File: config.mk
export PLATFORM = sky130hd
export DESIGN_NAME = pwm_fade_sequencer
export DESIGN_NICKNAME = d
export VERILOG_FILES = /design/src/rtl/pwm_fade_pkg.sv /design/src/rtl/pwm_fade_step.sv /design/src/rtl/pwm_fade_sequencer.sv
export SDC_FILE = /design/constraint.sdc
export NUM_CORES = 1
export LEC_CHECK = 0
export ABC_AREA = 0
export BUFFER_PORTS_ARGS = -buffer_cell sky130_fd_sc_hd__clkbuf_2
export CAP_MARGIN = 20
export CORE_MARGIN = 2
export CORE_UTILIZATION = 45
export DETAILED_ROUTE_END_ITERATION = 6
export SYNTH_ARGS = -nofsm -noshare
export SYNTH_HDL_FRONTEND = slang
export SYNTH_SLANG_ARGS = --single-unit
File: constraint.sdc
create_clock -name clk -period 5.3 [get_ports clk]
set_input_delay 1.06 -clock clk [delete_from_list [all_inputs] [get_ports clk]]
set_output_delay 1.06 -clock clk [all_outputs]
set_load 0.02 [all_outputs]
File: src/rtl/pwm_fade_pkg.sv
// Shared types and the saturating duty-step helper for the PWM fade sequencer.
// Pure definitions: no latency, no flow control.
package pwm_fade_pkg;

    typedef enum logic [1:0] {
        ST_IDLE = 2'd0,
        ST_RAMP = 2'd1,
        ST_HOLD = 2'd2
    } state_t;

    localparam int DUTY_RESET = 0;

    // Differences are taken one bit wider than the operands, so the step never
    // wraps and the result never passes the target.
    function automatic logic [31:0] sat_step(input logic [31:0] duty,
                                             input logic [31:0] target,
                                             input logic [31:0] step);
        logic [32:0] diff;
        logic [31:0] result;
        result = duty;
        if (target > duty) begin
            diff   = {1'b0, target} - {1'b0, duty};
            result = (diff <= {1'b0, step}) ? target : duty + step;
        end else if (target < duty) begin
            diff   = {1'b0, duty} - {1'b0, target};
            result = (diff <= {1'b0, step}) ? target : duty - step;
        end
        return result;
    endfunction

endpackage

File: src/rtl/pwm_fade_step.sv
// Next-duty calculator: moves duty one step toward target, clamping at target.
// Purely combinational, zero latency; no flow control.
module pwm_fade_step
    import pwm_fade_pkg::*;
#(
    parameter int WIDTH = 8
) (
    input  logic [WIDTH-1:0] duty,
    input  logic [WIDTH-1:0] target,
    input  logic [WIDTH-1:0] step,
    output logic [WIDTH-1:0] next_duty
);

    logic [31:0] res;

    assign res       = sat_step(32'(duty), 32'(target), 32'(step));
    assign next_duty = res[WIDTH-1:0];

    if (WIDTH < 32) begin : g_hi
        logic unused_hi;
        assign unused_hi = ^res[31:WIDTH];
    end

endmodule

File: src/rtl/pwm_fade_sequencer.sv
// Fade controller for pwm_module: ramps duty one step per PWM period, dwells, then finishes or bounces.
// Command lands one cycle after handshake; duty moves only on period_tick; cfg_ready is high only when idle.
module pwm_fade_sequencer
    import pwm_fade_pkg::*;
#(
    parameter int WIDTH  = 8,
    parameter int HOLD_W = 16
) (
    input  logic              clk,
    input  logic              rst_n,
    input  logic              cfg_valid,
    output logic              cfg_ready,
    input  logic [WIDTH-1:0]  cfg_start,
    input  logic [WIDTH-1:0]  cfg_end,
    input  logic [WIDTH-1:0]  cfg_step,
    input  logic [HOLD_W-1:0] cfg_hold,
    input  logic [WIDTH-1:0]  cfg_max,
    input  logic              cfg_pingpong,
    input  logic              period_tick,
    input  logic              abort,
    output logic [WIDTH-1:0]  duty,
    output logic [WIDTH-1:0]  max_value,
    output logic              busy,
    output logic              done
);

    state_t              state;
    logic [WIDTH-1:0]    target;
    logic [WIDTH-1:0]    start_c;
    logic [WIDTH-1:0]    end_c;
    logic [WIDTH-1:0]    step_c;
    logic [HOLD_W-1:0]   hold_cfg;
    logic [HOLD_W-1:0]   hold_cnt;
    logic                pingpong;
    logic [WIDTH-1:0]    next_duty;
    logic [WIDTH-1:0]    start_clamp;
    logic [WIDTH-1:0]    end_clamp;

    // Clamp to max_value up front so duty can never exceed the period.
    assign start_clamp = (cfg_start > cfg_max) ? cfg_max : cfg_start;
    assign end_clamp   = (cfg_end   > cfg_max) ? cfg_max : cfg_end;

    assign busy      = (state != ST_IDLE);
    assign cfg_ready = (state == ST_IDLE);

    pwm_fade_step #(.WIDTH(WIDTH)) u_step (
        .duty      (duty),
        .target    (target),
        .step      (step_c),
        .next_duty (next_duty)
    );

    always_ff @(posedge clk or negedge rst_n) begin
        if (!rst_n) begin
            state     <= ST_IDLE;
            duty      <= WIDTH'(DUTY_RESET);
            max_value <= '1;
            done      <= 1'b0;
            target    <= '0;
            start_c   <= '0;
            end_c     <= '0;
            step_c    <= '0;
            hold_cfg  <= '0;
            hold_cnt  <= '0;
            pingpong  <= 1'b0;
        end else begin
            done <= 1'b0;
            if (abort) begin
                state <= ST_IDLE;
                duty  <= WIDTH'(DUTY_RESET);
            end else begin
                case (state)
                    ST_IDLE: begin
                        if (cfg_valid) begin
                            start_c   <= start_clamp;
                            end_c     <= end_clamp;
                            step_c    <= (cfg_step == '0) ? WIDTH'(1) : cfg_step;
                            hold_cfg  <= cfg_hold;
                            pingpong  <= cfg_pingpong;
                            duty      <= start_clamp;
                            max_value <= cfg_max;
                            target    <= end_clamp;
                            state     <= ST_RAMP;
                        end
                    end
                    ST_RAMP: begin
                        if (period_tick) begin
                            duty <= next_duty;
                            if (next_duty == target) begin
                                hold_cnt <= hold_cfg;
                                state    <= ST_HOLD;
                            end
                        end
                    end
                    ST_HOLD: begin
                        if (period_tick) begin
                            if (hold_cnt != '0) begin
                                hold_cnt <= hold_cnt - 1'b1;
                            end else if (pingpong) begin
                                target <= (target == end_c) ? start_c : end_c;
                                state  <= ST_RAMP;
                            end else begin
                                done  <= 1'b1;
                                state <= ST_IDLE;
                            end
                        end
                    end
                    default: state <= ST_IDLE;
                endcase
            end
        end
    end

endmodule

==> results summary <==
Counting flops and latches in the post-synthesis netlist gives 84. The worst setup margin came out at ~0.30 ns. The worst ir drop on vdd is around 290 µV. The number of buffers on the longest clock path came out at 2. The placeable core area is 0.0153 mm². The number of antenna violations at the first check in global routing came out at 0.

The most common flop cell mapped by yosys is dfrtp_1. For the final database, setup skew stands at around 0.01 ns. The post-DP HPWL came out at about 16000 µm.

Cells with a size suffix above 1 make up 20.1% of the layout. The die covers 0.0167 mm². The post-detailed-route count of antenna-violating nets is 0. The aggregate global-route resource usage came out at 24.4%. Timing would allow up to about 200 MHz. The number of antenna diodes in the final layout is 0. The count of input and output buffers is a little over 70.

The number of top-level pins came out at between 70 and 80. The die boundary height came out at between 100 and 150 µm. The synthesized area divided by synthesized cell count came out at ~8.7 µm².

The worst setup path is captured at a flop. The final count of hold timing violations is 0. TritonCTS built the clock tree. The tightest min-delay check is of the reg -> reg type. The share of the Yosys chip area taken by registers is 30.0%. The flow ran to the end, and the final reports show no timing, DRC or antenna violations.

When the netlist entered floorplanning its net count stood at 934. Yosys instantiated no cell more often than nor2_1. The number of vias per cell is between 5 and 6. At the placement stage, the worst setup path has a slack of 0.182 ns. The fraction of synthesized cell area taken by the top area cell type came out at a little over a quarter. The cell area after technology mapping is a little over 0.007 mm². The number of sinks handled by clock tree synthesis is 84. The routed design has roughly 20000 µm of wire. The number of enable flip-flop cells after synthesis is 0. The pin count of the biggest net entering global routing is 85.

The later-pin clock latency in the skew report came out at approximately 0.35 ns. The number of fillers in the final layout is roughly 1500. The DRC violation count after routing is 0. Yosys attributes the largest share of cell area to dfrtp_1 (27%), ha_1 (11%), mux2_2 (5.4%).

The x dimension of the die came out at approximately 130 µm. The max-capacitance violation count is 0. After clock tree synthesis, the clock-pin slew on the worst setup and hold paths is roughly 0.070 ns.

CTS built an H-tree with a depth of 3. After the last flow step, the layout net total stands at 990. The worst setup path is launched from a flop.

The biggest area consumer among synthesized cells is dfrtp_1. The final critical path takes up between 90% and 100% of the cycle. The total overflow left after global routing is 0.

The total power density per cell area is 738 mW/mm². The distinct cell type count of the synthesized netlist came out at 70. The worst setup path is of the reg -> reg kind. The arrival time at the worst endpoint is ~5.2 ns. The highest fanout seen on the critical path is 11. At the pin with the least slew margin, the transition time is ~1.0 ns.

The post-route setup TNS is 0 ns. The critical path required time came out at 5.54 ns. Before antenna repair, the detailed router went through 4 iterations.

For this run, the number of Yosys warnings is 0. The global-route wire length before repair is roughly 32000 µm. In this run, CTS created clock tree buffers numbering 9. Once the floorplan was initialized, standard cells occupied between 40% and 50% of the core. The final number of max-transition violations came out at 0. Compared with the post-synthesis result, the final layout area differs by 13.5%. The congestion estimate from routability-driven global placement came to 0.947. The via count of the first global-routing pass came out at 6047. Setup repair after global routing left no endpoint under its margin. The gate count of the mapped netlist is 814. The share of flip-flops with an asynchronous set or reset after synthesis is between 90% and 100%. In this run the clock root is driven by a clkbuf_16. The number of setup buffers added after CTS came out at 0. Setup violations remaining at the end of the flow were counted as 0. The analysis attributes to cell leakage a power of about 3.6 nW. The number of DRC markers after the initial detailed-route iteration is 388. The routed layout has ~6300 vias. The worst pin sits at a relative slew slack of roughly a third.

The row count is 45. The commonest cells after synthesis are nor2_1 (78), dfrtp_1 (76), a21oi_1 (66). The final routed wire length divided by cell count came out at 18.4 µm. Subtracting the final worst setup slack from the clock period gives 5.00 ns.
## placed cells by master (no fill, tap or decap), drive strengths merged, types with 6 or more instances in the layout
| master | count |
|---|---|
| nor3 | 13 |
| a22oi | 7 |
| dfrtp | 76 |
| a211oi | 15 |
| inv | 58 |
| nand2 | 58 |
| a21oi | 67 |
| mux2i | 29 |
| ha | 62 |
| nand4 | 10 |
| o21ai | 49 |
| nand2b | 9 |
| nor2 | 79 |
| xnor2 | 25 |
| a221oi | 9 |
| and3 | 6 |
| mux2 | 34 |
| dfstp | 8 |
| o211ai | 11 |
| xor2 | 8 |
| a31oi | 8 |
| clkbuf | 80 |
| o22ai | 8 |
| a21o | 16 |
| nor2b | 15 |
| nand3 | 12 |
| o221ai | 6 |
| buf | 19 |
## cells by family (layout without fill, tap and decap cells)
group / Yosys count / after routing / synth area share (%)
compound gates: 237 / 237 / 22.9
xor+xnor: 33 / 33 / 4.10
fa+ha+maj: 66 / 66 / 12.1
buf+inv: 100 / 161 / 5.61
flops: 84 / 84 / 30.0
mux: 63 / 63 / 9.55
simple gates: 231 / 231 / 15.7
## flip-flops by register name, indices dropped and copies added (netlist names)
name	flops
hold_cnt	16
done	1
duty	8
target	8
max_value	8
end_c	8
state	2
hold_cfg	16
start_c	8
step_c	8
pingpong	1
## timing repair
item | 4_1_cts | 5_1_grt
hold buffers | 0 | 0
endpoints found under the setup margin | 0 | 16
resized for setup | 0 | 10
## report_power, final
part	internal, W	switching (W)
Combinational	0.00168	0.00249
Clock	0.000373	0.000296
Sequential	0.000877	0.000189
Total	0.00293	0.00297
## per-stage QoR
stage / cell area (µm²) / power (W) / hold slack, ns / util (%) / instances
finish: 8000 / 0.00590 / 0.508 / 52.4 / 1086
global route: 8000 / 0.00635 / 0.528 / 52.4 / 1086
CTS: 7930 / 0.00578 / 0.511 / 52.0 / 1085
detailed placement: 7630 / 0.00508 / 0.496 / 50.0 / 1069
global placement: 7610 / 0.00504 / 0.494 / 49.9 / 1068
floorplan: 7050 / 0.00405 / 0.429 / - / 814
## worst max-delay path, cell delays in order, from the launching register on
cell	delay [ns]
dfrtp_2	0.43
inv_1	0.10
ha_1	0.43
a21o_1	0.20
a21oi_1	0.18
nand2_1	0.11
a211o_1	0.31
o21ai_0	0.10
xnor2_1	0.15
ha_1	0.27
and3_1	0.21
a211oi_1	0.29
a211oi_2	0.13
a21o_2	0.30
a211oi_1	0.34
o32ai_1	0.17
a2111oi_4	0.43
and3_4	0.30
a21oi_4	0.11
a211o_1	0.34
## cell type report
cell class	instances	area, µm²	share of cell area, %
clock buffers	9	225	2.82
clock inverters	7	81.3	1.02
inverters	55	206	2.58
multi-input cells	630	4580	57.3
flip-flops and latches	84	2110	26.4
well taps	211	264	3.30
repair buffers	90	526	6.57
## routing by layer
layer	vias up	share of wire, %	track usage, %
li1	3054	-	-
met1	3001	45	33.7
met2	236	46	39.2
met5	-	0	0
met4	0	2.3	7.35
met3	36	6.7	4.13
## path summary, 6_finish.rpt
| kind | start | endpoint | slack, ns | cells past startpoint |
|---|---|---|---|---|
| hold / removal | hold_cfg[5] | hold_cfg[5] | 0.51 | 1 |
| setup reg to reg | duty[3] | hold_cnt[9] | 0.30 | 19 |
| min in group asynchronous | rst_n | step_c[1] | 0.59 | 1 |
| hold reg to reg | hold_cfg[5] | hold_cfg[5] | 0.51 | 1 |
| setup / recovery | duty[3] | hold_cnt[9] | 0.30 | 19 |
| max in group asynchronous | rst_n | max_value[4] | 4.04 | 2 |
No activity file was read; power rests on OpenSTA's default activity.
